===== config.mk =====
export PLATFORM = sky130hd
export DESIGN_NAME = imm_gen_pipe
export DESIGN_NICKNAME = d
export VERILOG_FILES = /design/src/rtl/imm_gen_pipe.sv
export SDC_FILE = /design/constraint.sdc
export NUM_CORES = 1
export LEC_CHECK = 0
export ABC_AREA = 1
export CAP_MARGIN = 25
export CORE_MARGIN = 8
export CORE_UTILIZATION = 53
export CTS_CLUSTER_SIZE = 30
export DETAILED_ROUTE_END_ITERATION = 8
export GPL_ROUTABILITY_DRIVEN = 0
export GPL_TIMING_DRIVEN = 0
export PLACE_DENSITY = 0.8
export SLEW_MARGIN = 20
export SYNTH_ARGS = -nofsm -noshare
export SYNTH_HDL_FRONTEND = slang
export SYNTH_SLANG_ARGS = --single-unit
export TNS_END_PERCENT = 10

===== constraint.sdc =====
create_clock -name clk -period 2.04 [get_ports clk]
set_clock_uncertainty 0.2 [all_clocks]
set_input_delay 0.408 -clock clk [delete_from_list [all_inputs] [get_ports clk]]
set_output_delay 0.408 -clock clk [all_outputs]
set_load 0.05 [all_outputs]

===== src/rtl/imm_gen_pipe.sv =====
// -----------------------------------------------------------------------------
// imm_gen_pipe
// Decodes the immediate field and format code of RV32 instruction words. Each
// decoded result is stored in a small in-order output buffer with a
// valid/ready handshake on both sides.
//
// Ports
//   clk          - single clock, rising-edge active
//   rst_n        - asynchronous active-low reset
//   in_valid     - instruction present on in_instr
//   in_ready     - block accepts the instruction this cycle
//   in_instr     - raw 32-bit instruction word
//   flush        - synchronous discard of all buffered entries
//   out_valid    - head entry valid
//   out_ready    - consumer takes the head entry
//   out_imm      - sign-extended immediate of the head entry (XLEN bits)
//   out_fmt      - format code of the head entry (0 R,1 I,2 S,3 B,4 U,5 J,7 bad)
//   out_illegal  - head entry opcode unrecognised
//   ill_cnt      - saturating count of accepted illegal instructions
// -----------------------------------------------------------------------------
module imm_gen_pipe #(
    parameter int XLEN  = 32,
    parameter int DEPTH = 2
) (
    input  logic            clk,
    input  logic            rst_n,
    input  logic            in_valid,
    output logic            in_ready,
    input  logic [31:0]     in_instr,
    input  logic            flush,
    output logic            out_valid,
    input  logic            out_ready,
    output logic [XLEN-1:0] out_imm,
    output logic [2:0]      out_fmt,
    output logic            out_illegal,
    output logic [7:0]      ill_cnt
);

    localparam int PW = (DEPTH > 1) ? $clog2(DEPTH) : 1;
    // Entry layout: {illegal, fmt[2:0], imm[XLEN-1:0]}
    localparam int EW = XLEN + 4;
    localparam logic [PW:0]   DEPTH_C = (PW+1)'(DEPTH);
    localparam logic [PW-1:0] LAST_C  = PW'(DEPTH - 1);
    localparam logic [PW-1:0] ONE_C   = PW'(1);

    // Immediate/format decoder; the 32-bit immediate is sign-extended to XLEN.
    function automatic logic [EW-1:0] decode(input logic [31:0] instr);
        logic [31:0] imm32;
        logic [2:0]  fmt;
        logic        ill;
        imm32 = 32'd0;
        fmt   = 3'd7;
        ill   = 1'b0;
        case (instr[6:0])
            7'b0110011: begin
                imm32 = 32'd0;
                fmt   = 3'd0;
            end
            7'b0010011, 7'b0000011, 7'b1100111: begin
                imm32 = {{20{instr[31]}}, instr[31:20]};
                fmt   = 3'd1;
            end
            7'b0100011: begin
                imm32 = {{20{instr[31]}}, instr[31:25], instr[11:7]};
                fmt   = 3'd2;
            end
            7'b1100011: begin
                imm32 = {{19{instr[31]}}, instr[31], instr[7], instr[30:25],
                         instr[11:8], 1'b0};
                fmt   = 3'd3;
            end
            7'b0110111, 7'b0010111: begin
                imm32 = {instr[31:12], 12'd0};
                fmt   = 3'd4;
            end
            7'b1101111: begin
                imm32 = {{11{instr[31]}}, instr[31], instr[19:12], instr[20],
                         instr[30:21], 1'b0};
                fmt   = 3'd5;
            end
            default: begin
                imm32 = 32'd0;
                fmt   = 3'd7;
                ill   = 1'b1;
            end
        endcase
        return {ill, fmt, XLEN'($signed(imm32))};
    endfunction

    logic [EW-1:0] r_mem [DEPTH];
    logic [PW-1:0] r_wr_ptr;
    logic [PW-1:0] r_rd_ptr;
    logic [PW:0]   r_count;
    logic [7:0]    r_ill_cnt;
    logic [EW-1:0] w_dec;
    logic          w_push;
    logic          w_pop;

    // Handshake qualification; a pop during flush is discarded.
    always_comb begin
        w_dec     = decode(in_instr);
        in_ready  = (r_count < DEPTH_C) && !flush;
        out_valid = (r_count != {(PW+1){1'b0}});
        w_push    = in_valid && in_ready;
        w_pop     = out_valid && out_ready && !flush;
    end

    // Head entry drives the outputs straight from the storage registers.
    always_comb begin
        {out_illegal, out_fmt, out_imm} = r_mem[r_rd_ptr];
        ill_cnt = r_ill_cnt;
    end

    // Pointer and occupancy bookkeeping; flush returns everything to zero.
    always_ff @(posedge clk or negedge rst_n) begin
        if (!rst_n) begin
            r_wr_ptr <= {PW{1'b0}};
            r_rd_ptr <= {PW{1'b0}};
            r_count  <= {(PW+1){1'b0}};
        end else if (flush) begin
            r_wr_ptr <= {PW{1'b0}};
            r_rd_ptr <= {PW{1'b0}};
            r_count  <= {(PW+1){1'b0}};
        end else begin
            if (w_push) begin
                r_wr_ptr <= (r_wr_ptr == LAST_C) ? {PW{1'b0}} : r_wr_ptr + ONE_C;
            end else begin
                r_wr_ptr <= r_wr_ptr;
            end
            if (w_pop) begin
                r_rd_ptr <= (r_rd_ptr == LAST_C) ? {PW{1'b0}} : r_rd_ptr + ONE_C;
            end else begin
                r_rd_ptr <= r_rd_ptr;
            end
            case ({w_push, w_pop})
                2'b10:   r_count <= r_count + {{PW{1'b0}}, 1'b1};
                2'b01:   r_count <= r_count - {{PW{1'b0}}, 1'b1};
                default: r_count <= r_count;
            endcase
        end
    end

    // Entry storage; cleared on reset so all outputs read zero.
    always_ff @(posedge clk or negedge rst_n) begin
        if (!rst_n) begin
            for (int i = 0; i < DEPTH; i++) begin
                r_mem[i] <= {EW{1'b0}};
            end
        end else if (w_push) begin
            r_mem[r_wr_ptr] <= w_dec;
        end else begin
            r_mem[r_wr_ptr] <= r_mem[r_wr_ptr];
        end
    end

    // Saturating illegal-instruction counter; unaffected by flush.
    always_ff @(posedge clk or negedge rst_n) begin
        if (!rst_n) begin
            r_ill_cnt <= 8'd0;
        end else if (w_push && w_dec[EW-1] && (r_ill_cnt != 8'hFF)) begin
            r_ill_cnt <= r_ill_cnt + 8'd1;
        end else begin
            r_ill_cnt <= r_ill_cnt;
        end
    end

endmodule


==> out/metrics.yaml <==
outcome:
  outcome: "finished with violations"
  violations: "negative setup slack"
logic_synthesis:
  synth_cells: 650
  synthDistinctLibCells: 30
  synth_top_family_by_area: "simple AND/OR/NAND/NOR gates"
  syn_nets: 688
  synth_xor_area_share_pct: 1.11
  ys_ff_latch: 84
  yosys_warnings: 0
  seq_area_frac_synth_pct: 44.3
  syn_area_um2: 4740
  yosys.area_share.simple_pct: 41.2
  muxShareOfSynthArea_pct: 0
  synthAdderAreaFrac_pct: 0.264
  synth_compound_area_share_pct: 5.67
  avgSynthCellArea_um2: 7.30
floorplanning:
  dieArea_um2: 12200
  initial_core_util_pct: 54.4
  placementRows: 34
  io_pins: 83
  die_x_um: 111
  dieHeight_um: 111
  core-area_um2: 8720
finish:
  final_util_pct: 71.0
  diodes: 0
  area_delta_synth_final_pct: 30.5
  finalNonFillerCells: 858
  drive_gt1_share_pct: 21.7
  nets: 785
  final_cell_area_um2: 6190
  n_fill_cell: 704
routing:
  wl_per_cell_um: 14.7
  wirelength_um: 12600
  drc: 0
  num_vias: 4406
  dr.pass1.iters: 5
  via_per_inst: 5.14
  ant_nets: 0
  dr.first_iter.drc_count: 306
power_and_ir_drop:
  p_int_w: 0.00294
  p_leak_nw: 3.50
  combPwrFrac_pct: 29.4
  powerDensity_nw_per_um2: 732
  switching_share_pct: 35.1
  p_seq_share_pct: 42.5
  worst_ir_drop_vdd_v: 0.000657
  p_switching_w: 0.00159
  clock_power_share_pct: 28.1
grt:
  overflow: 0
  grt_pass1_vias: 4290
  antenna_found_initial: 0
  grt_util_all_layers_pct: 20.3
  grt_pass1_wl_um: 20800
  grt_max_degree: 57
placement:
  place_inst: 841
  dp_slack_ps: -1010
  place_area_um2: 5730
  hpwlAfterDp_um: 9140
  numPortBuffers: 82
clock_tree:
  cts_htree_levels: 3
  clkTransAtPathRegs_ps: 80
  clock_sinks: 84
  clockBufferDepth: 2
  cts_made_buffers: 9
  clk_latency_ps: 360
  cts_tree: "built"
  clockRootBuffer: "clkbuf_8"
critical_path:
  crit_fanout: 6
  worstPathRequired_ps: 1430
  endpoint_kind: "output pin"
  critical_path_class: "reg2out"
  arrival_ps: 1510
  worstSetupStartpointType: "register"
sta:
  min_period_ps: 2120
  clock.fmax_ghz: 0.472
  setup_violations: 13
  period_share_pct: 104
  slew_headroom_pct: 66.9
  rsz0062_at_grt: "yes"
  finalHoldViolCount: 0
  slew_viol_final: 0
  worst_slack_ps: -79.6
  worstMarginPinSlew_ps: 499
job:
  max_cap_viol_count: 0
min_path:
  min_path_type: "reg2reg"
[critical path: stages (launching register included)]
cell     delay, ps
dfrtp_2        470
inv_2          110
buf_8          150
buf_12         150
nand2_4         50
nand2_2         70
buf_8          140
[final cells by class]
class | instances | area, µm² | share of cell area, %
Sequential cell | 84 | 2100 | 34.0
Tap cell | 108 | 135 | 2.18
Timing Repair Buffer | 88 | 951 | 15.4
Clock inverter | 5 | 78.8 | 1.27
Clock buffer | 9 | 124 | 2.00
Multi-Input combinational cell | 489 | 2400 | 38.8
Inverter | 51 | 198 | 3.19
Buffer | 24 | 196 | 3.17
[synth_stat cells (all sizes together)]
master / n / area, µm²
nand4: 8 / 50.1
xor2: 5 / 43.8
xnor2: 1 / 8.76
buf: 18 / 128
clkinv: 1 / 3.75
ha: 1 / 12.5
o21ai: 32 / 198
nand3: 29 / 180
inv: 50 / 190
clkbuf: 8 / 30.0
a21oi: 10 / 50.1
a31oi: 1 / 21.3
nand3b: 2 / 27.5
nor2: 47 / 277
nand2: 352 / 1420
nor3: 1 / 5.00
dfrtp: 84 / 2100
[routing by layer]
layer | GRT usage [%] | vias to the layer above | part of all wire [%]
li1 | - | 2174 | -
met1 | 26.2 | 2069 | 44
met2 | 32.8 | 146 | 48
met3 | 4.92 | 17 | 6.2
met4 | 6.04 | 0 | 1.5
met5 | 0 | - | 0
[cell usage in the layout (no fill, tap or decap), types with 7 or more instances in the layout]
| master | instances |
|---|---|
| buf_6 | 24 |
| buf_8 | 12 |
| o21ai_0 | 10 |
| o21ai_1 | 10 |
| clkbuf_8 | 10 |
| inv_2 | 7 |
| buf_2 | 12 |
| nand4_1 | 8 |
| nand3_1 | 25 |
| nor2_1 | 37 |
| a21oi_1 | 10 |
| buf_4 | 13 |
| inv_1 | 42 |
| nand2_4 | 16 |
| dfrtp_1 | 83 |
| nand2_2 | 27 |
| nand2_1 | 309 |
| o21ai_2 | 11 |
| dlygate4sd2_1 | 8 |
| clkdlybuf4s50_1 | 35 |
[power groups by stage]
stage | clock network, W | registers [W] | logic (W)
finish | 0.00127 | 0.00192 | 0.00133
global route | 0.00135 | 0.00194 | 0.00143
CTS | 0.00128 | 0.00192 | 0.00128
detailed placement | 0 | 0.00195 | 0.00125
global placement | 0 | 0.00194 | 0.00122
floorplan | 0 | 0.00205 | 0.000682
[cell families after synthesis]
kind of cell	count (synthesis)
buffers and inverters	77
adder cells (fa/ha/maj)	1
AO/OA/AOI/OAI	43
XOR/XNOR	6
AND/OR/NAND/NOR	439
flip-flops	84
[flip-flops by register name (all words and copies together), names as in the netlist]
name and flops:
ill_cnt 8, r_count 2, r_wr_ptr 1, r_mem 72
r_rd_ptr 1
[worst paths after layout]
path                            start         end  slack (ps)  cells after the start
min in group asynchronous       rst_n  r_count[1]         310                      2
hold / removal              r_mem[36]   r_mem[36]         280                      2
setup reg to reg           ill_cnt[0]  ill_cnt[0]         200                      7
hold reg to reg             r_mem[36]   r_mem[36]         280                      2
setup / recovery             r_rd_ptr  out_imm[8]         -80                      6
max in group asynchronous       rst_n    r_mem[1]         720                      3
[per-stage QoR]
stage | hold slack [ps] | TNS (ps) | power, W
floorplan | -87.6 | -1580 | 0.00273
global placement | 261 | -256020 | 0.00317
detailed placement | 159 | -43320 | 0.00320
CTS | 286 | -1250 | 0.00448
global route | 302 | -2200 | 0.00472
finish | 283 | -662 | 0.00453
[repair_timing]
item                                   in CTS  in global routing
cloned                                      2                  0
gates resized for setup                   282                 61
hold buffers                                1                  0
pin swaps                                   1                  7
buffers inserted                            2                  1
endpoints found under the hold margin      28                  0
setup endpoints to repair                  46                 42
(Power assumes the default switching activity.)
